### src/rtl/ahb_apb_bridge.sv
// ahb_apb_bridge: AHB-Lite slave turning single word transfers into APB3 accesses
module ahb_apb_bridge #(
    parameter int NSLV     = 4,
    parameter int SLOT_LSB = 12,
    parameter int PADDR_W  = 12,
    parameter int TIMEOUT  = 255
) (
    input  logic               HCLK,
    input  logic               HRESETn,
    input  logic               HSEL,
    input  logic [31:0]        HADDR,
    input  logic               HWRITE,
    input  logic [2:0]         HSIZE,
    input  logic [1:0]         HTRANS,
    input  logic [31:0]        HWDATA,
    input  logic               HREADY,
    output logic               HREADYOUT,
    output logic               HRESP,
    output logic [31:0]        HRDATA,
    output logic [PADDR_W-1:0] PADDR,
    output logic [NSLV-1:0]    PSEL,
    output logic               PENABLE,
    output logic               PWRITE,
    output logic [31:0]        PWDATA,
    input  logic [31:0]        PRDATA,
    input  logic               PREADY,
    input  logic               PSLVERR
);
    typedef enum logic [2:0] {IDLE, WDATA, SETUP, ACCESS, DONE, ERR1, ERR2} state_t;
    localparam logic [7:0] TO_LAST = 8'(TIMEOUT - 1);
    localparam logic [NSLV-1:0] ONE = 1;
    state_t state_q, state_d;
    logic [3:0] slot_q, slot_d;
    logic [7:0] cnt_q, cnt_d;
    logic [PADDR_W-1:0] paddr_q, paddr_d;
    logic pwrite_q, pwrite_d;
    logic [31:0] pwdata_q, pwdata_d;
    logic [31:0] hrdata_q, hrdata_d;
    logic hreadyout_q, hreadyout_d;
    logic hresp_q, hresp_d;
    logic [NSLV-1:0] psel_q, psel_d;
    logic penable_q, penable_d;
    logic [3:0] slot_in;
    logic accept, bad;
    logic unused_ok;
    assign slot_in = HADDR[SLOT_LSB+3:SLOT_LSB];
    assign accept = HSEL & HREADY & HTRANS[1];
    assign bad = (32'(slot_in) >= NSLV) | (HSIZE != 3'b010);
    assign unused_ok = &{1'b0, HADDR, HTRANS[0]};
    assign HREADYOUT = hreadyout_q;
    assign HRESP = hresp_q;
    assign HRDATA = hrdata_q;
    assign PADDR = paddr_q;
    assign PSEL = psel_q;
    assign PENABLE = penable_q;
    assign PWRITE = pwrite_q;
    assign PWDATA = pwdata_q;
    // next state, captured transfer attributes and registered bus outputs
    always_comb begin
        state_d = state_q;
        slot_d = slot_q;
        cnt_d = cnt_q;
        paddr_d = paddr_q;
        pwrite_d = pwrite_q;
        pwdata_d = pwdata_q;
        hrdata_d = hrdata_q;
        case (state_q)
            IDLE, DONE, ERR2: begin
                state_d = IDLE;
                if (accept) begin
                    paddr_d = HADDR[PADDR_W-1:0];
                    pwrite_d = HWRITE;
                    slot_d = slot_in;
                    state_d = bad ? ERR1 : HWRITE ? WDATA : SETUP;
                end
            end
            WDATA: begin
                pwdata_d = HWDATA;
                state_d = SETUP;
            end
            SETUP: begin
                cnt_d = '0;
                state_d = ACCESS;
            end
            ACCESS: begin
                if (PREADY) begin
                    hrdata_d = (!PSLVERR && !pwrite_q) ? PRDATA : hrdata_q;
                    state_d = PSLVERR ? ERR1 : DONE;
                end else begin
                    cnt_d = cnt_q + 8'd1;
                    state_d = (cnt_q == TO_LAST) ? ERR1 : ACCESS;
                end
            end
            ERR1: state_d = ERR2;
            default: state_d = IDLE;
        endcase
        hreadyout_d = (state_d == IDLE) || (state_d == DONE) || (state_d == ERR2);
        hresp_d = (state_d == ERR1) || (state_d == ERR2);
        psel_d = (state_d == SETUP || state_d == ACCESS) ? ONE << slot_d : '0;
        penable_d = state_d == ACCESS;
    end
    // state and output registers; reset drops PSEL/PENABLE at once
    always_ff @(posedge HCLK or negedge HRESETn) begin
        if (!HRESETn) begin
            state_q <= IDLE;
            slot_q <= '0;
            cnt_q <= '0;
            paddr_q <= '0;
            pwrite_q <= 1'b0;
            pwdata_q <= '0;
            hrdata_q <= '0;
            hreadyout_q <= 1'b1;
            hresp_q <= 1'b0;
            psel_q <= '0;
            penable_q <= 1'b0;
        end else begin
            state_q <= state_d;
            slot_q <= slot_d;
            cnt_q <= cnt_d;
            paddr_q <= paddr_d;
            pwrite_q <= pwrite_d;
            pwdata_q <= pwdata_d;
            hrdata_q <= hrdata_d;
            hreadyout_q <= hreadyout_d;
            hresp_q <= hresp_d;
            psel_q <= psel_d;
            penable_q <= penable_d;
        end
    end
endmodule

### config.mk
export PLATFORM = sky130hd
export DESIGN_NAME = ahb_apb_bridge
export DESIGN_NICKNAME = d
export VERILOG_FILES = /design/src/rtl/ahb_apb_bridge.sv
export SDC_FILE = /design/constraint.sdc
export NUM_CORES = 1
export LEC_CHECK = 0
export ABC_CLOCK_PERIOD_IN_PS = 1650
export BUFFER_PORTS_ARGS = -buffer_cell sky130_fd_sc_hd__buf_2
export CAP_MARGIN = 0
export CORE_ASPECT_RATIO = 2
export CORE_MARGIN = 4
export CORE_UTILIZATION = 24
export CTS_CLUSTER_SIZE = 40
export DETAILED_ROUTE_END_ITERATION = 12
export PLACE_DENSITY = 0.51
export SYNTH_ARGS = -nofsm -noshare
export SYNTH_HDL_FRONTEND = slang
export SYNTH_SLANG_ARGS = --single-unit
### constraint.sdc
create_clock -name HCLK -period 1.65 [get_ports HCLK]
set_input_delay 0.33 -clock HCLK [delete_from_list [all_inputs] [get_ports HCLK]]
set_output_delay 0.33 -clock HCLK [all_outputs]
set_load 0.02 [all_outputs]
==> flow_summary_export.csv <==
group,metric,value,unit
hold_path,min_path_type,"primary input to register",
route,first_iter_violations,67,
global_route,track_usage,11.4,%
yosys,syn_area,0.00396,mm2
critical_path,crit_required,1870,ps
timing,finalCritPeriodShare,104,%
finish,fin_area,0.00571,mm2
finish,insertedDiodeCount,0,
clock_network,cts_buffers,9,
critical_path,ff2ff_path_depth,4,
yosys,syn-num-nets,415,
clock_network,clock_sinks,99,
route,drc,0,
placement,post-dp-hpwl,8.38,mm
placement,place_congestion,0.721,
finish,area_growth,44.2,%
clock_network,cts-htree-levels,3,
die,die_w,98.8,um
timing,max_freq,582,MHz
yosys,yosys_warnings,0,
run_status,violations,"setup timing",
die,rows,66,
finish,final_util,35.1,%
timing,final_hold_viol_count,0,
finish,drive_gt1_share,47.3,%
route,vias_per_cell,4.29,
yosys,syn-instance-count,305,
yosys,yosysUniqueCellTypes,38,
clock_network,root_buffer,"clkbuf_16",
job,drv_cap,0,
route,first_pass_iters,4,
clock_network,cts_tree,"done",
finish,nFillCells,1640,
critical_path,worstPathMaxFanout,32,
global_route,grt_pass1_vias,3414,
placement,pre_cts_slack,-285,ps
yosys,synth-adder-area-share,0.632,%
timing,rsz0062_at_grt,"yes",
global_route,grt_max_degree,44,
yosys,synthMuxAreaShare,18.2,%
global_route,antenna_found_initial,0,
clock_network,insertion_delay,340,ps
timing,period_needed,1720,ps
clock_network,clockBufferDepth,2,
critical_path,critPathArrivalTime,1940,ps
global_route,overflow,0,
hold_path,holdPathStages,3,
finish,fin_nets,619,
power_and_ir_drop,p_leak,2.88,nW
timing,setup-tns-final,-1630,ps
route,route.antenna.remaining_nets,0,
placement,place_area,0.00527,mm2
yosys,synth_top_family_by_area,"multiplexers",
power_and_ir_drop,power_density,1940,mW/mm2
die,core_area,0.0163,mm2
power_and_ir_drop,ir_drop,779,uV
global_route,grt_pass1_wl,16.8,mm
die,io_pins,192,
timing,setup_viol,32,
yosys,ys_ff_latch,99,
critical_path,critical_path_class,"register to register",
timing,worstMarginPinSlew,421,ps
run_status,outcome,"finished, violations left",
timing,drv_slew,0,
clock_network,path_clk_slew,70,ps
yosys,synth_xor_area_share,0.442,%
timing,worst_slack,-67.9,ps
die,die_y,190,um
placement,numPortBuffers,174,
die,start_util,24.3,%
route,via_count,3080,
route,wl_per_cell,14.9,um
critical_path,start_kind,"register",
finish,final_cell_mix,"173 x buf_2, 97 x dfrtp_1, 62 x mux2_1",
yosys,synth-compound-area-share,4.42,%
critical_path,cp-end-kind,"register",
timing,finClkSkew,7.78,ps
yosys,ys_seq_area_share,62.6,%
timing,slew_headroom,71.8,%
yosys,synthSimpleGateAreaFrac,10.6,%
route,drt-total-wl,10.7,mm
yosys,syn_avg_cell_area,13.0,um2
finish,final_common_cell,"buf_2",
die,die_area,0.0187,mm2
[final timing paths]
| path | start | end | slack, ps |
|---|---|---|---|
| setup / recovery | state_q[2] | HRDATA[24] | -70 |
| hold / removal | HADDR[8] | PADDR[8] | 170 |
| setup reg to reg | state_q[2] | HRDATA[24] | -70 |
| hold reg to reg | slot_q[2] | slot_q[2] | 470 |
| max in group asynchronous | HRESETn | HRDATA[26] | 630 |
| min in group asynchronous | HRESETn | PWDATA[0] | 460 |
[worst max-delay path: stages (launching register included)]
cell and delay, ps:
dfrtp_1 390, nand2b_4 160, or4_4 490, buf_12 190, mux2_1 330
[routing by layer]
| metal | wire, um | vias up | GRT usage [%] |
|---|---|---|---|
| met5 | 0 | - | 0 |
| met4 | 179 | 0 | 4.68 |
| met3 | 694 | 9 | 3.34 |
| met2 | 6270 | 104 | 22.2 |
| met1 | 3580 | 1511 | 10.8 |
| li1 | - | 1456 | - |
[flip-flops by register name (all words and copies together), names as in the netlist]
name	flops
HRDATA	32
HREADYOUT	1
HRESP	1
PADDR	12
PENABLE	1
PSEL	4
PWDATA	32
PWRITE	1
cnt_q	8
slot_q	4
state_q	3
[cell type report]
class / count / area [um2] / area share [%]
flip-flops and latches: 99 / 2480 / 43.4
multi-input cells: 185 / 1430 / 25.0
clock inverters: 2 / 60.1 / 1.05
repair buffers: 208 / 1200 / 21.0
well taps: 204 / 255 / 4.47
clock buffers: 14 / 264 / 4.63
inverters: 6 / 22.5 / 0.395
[timing repair]
| action | 4_1_cts | 5_1_grt |
|---|---|---|
| gates resized for setup | 6 | 13 |
| gates cloned | 0 | 1 |
| pin swaps | 2 | 3 |
| hold buffers | 1 | 0 |
| buffers inserted | 0 | 2 |
| setup endpoints to repair | 38 | 73 |
| endpoints found under the hold margin | 24 | 0 |
[through the flow]
stage / instances / hold WS [ps] / power [mW]
CTS: 715 / 155 / 11.1
global placement: 698 / 296 / 8.60
detailed placement: 698 / 299 / 8.73
global route: 718 / 167 / 11.8
finish: 718 / 175 / 11.1
floorplan: 305 / 34.4 / 6.85
[logic make-up after synthesis]
group                    count (synthesis)
multiplexers                            64
XOR/XNOR                                 2
buffers and inverters                   21
adder cells (fa/ha/maj)                  2
flip-flops                              99
AND/OR/NAND/NOR                         89
AO/OA/AOI/OAI                           28
[Yosys cell counts, drive strengths merged]
cell	number	area (um2)
dfrtp	98	2450
mux2	64	721
nand2	53	199
buf	11	86.3
o21ai	10	53.8
a21oi	7	35.0
inv	6	22.5
nor2	6	22.5
nand3	5	25.0
nor3	5	25.0
clkbuf	4	15.0
nand4	4	25.0
a31oi	3	18.8
nand2b	3	26.3
or3	3	18.8
ha	2	25.0
nor2b	2	12.5
nor3b	2	15.0
or4	2	15.0
xor2	2	17.5
a211oi	1	12.5
a21o	1	7.51
a222oi	1	10.0
and2b	1	7.51
and4	1	11.3
dfstp	1	26.3
nor4b	1	8.76
o21a	1	7.51
o21bai	1	7.51
o22ai	1	6.26
o31ai	1	7.51
o32ai	1	8.76
or2	1	6.26
[power by group]
| part | internal, mW | total, mW | switching [mW] |
|---|---|---|---|
| clock | 1.41 | 2.28 | 0.869 |
| combinational | 1.91 | 4.71 | 2.80 |
| sequential | 3.53 | 4.08 | 0.550 |
No activity file was read; power rests on OpenSTA's default activity.
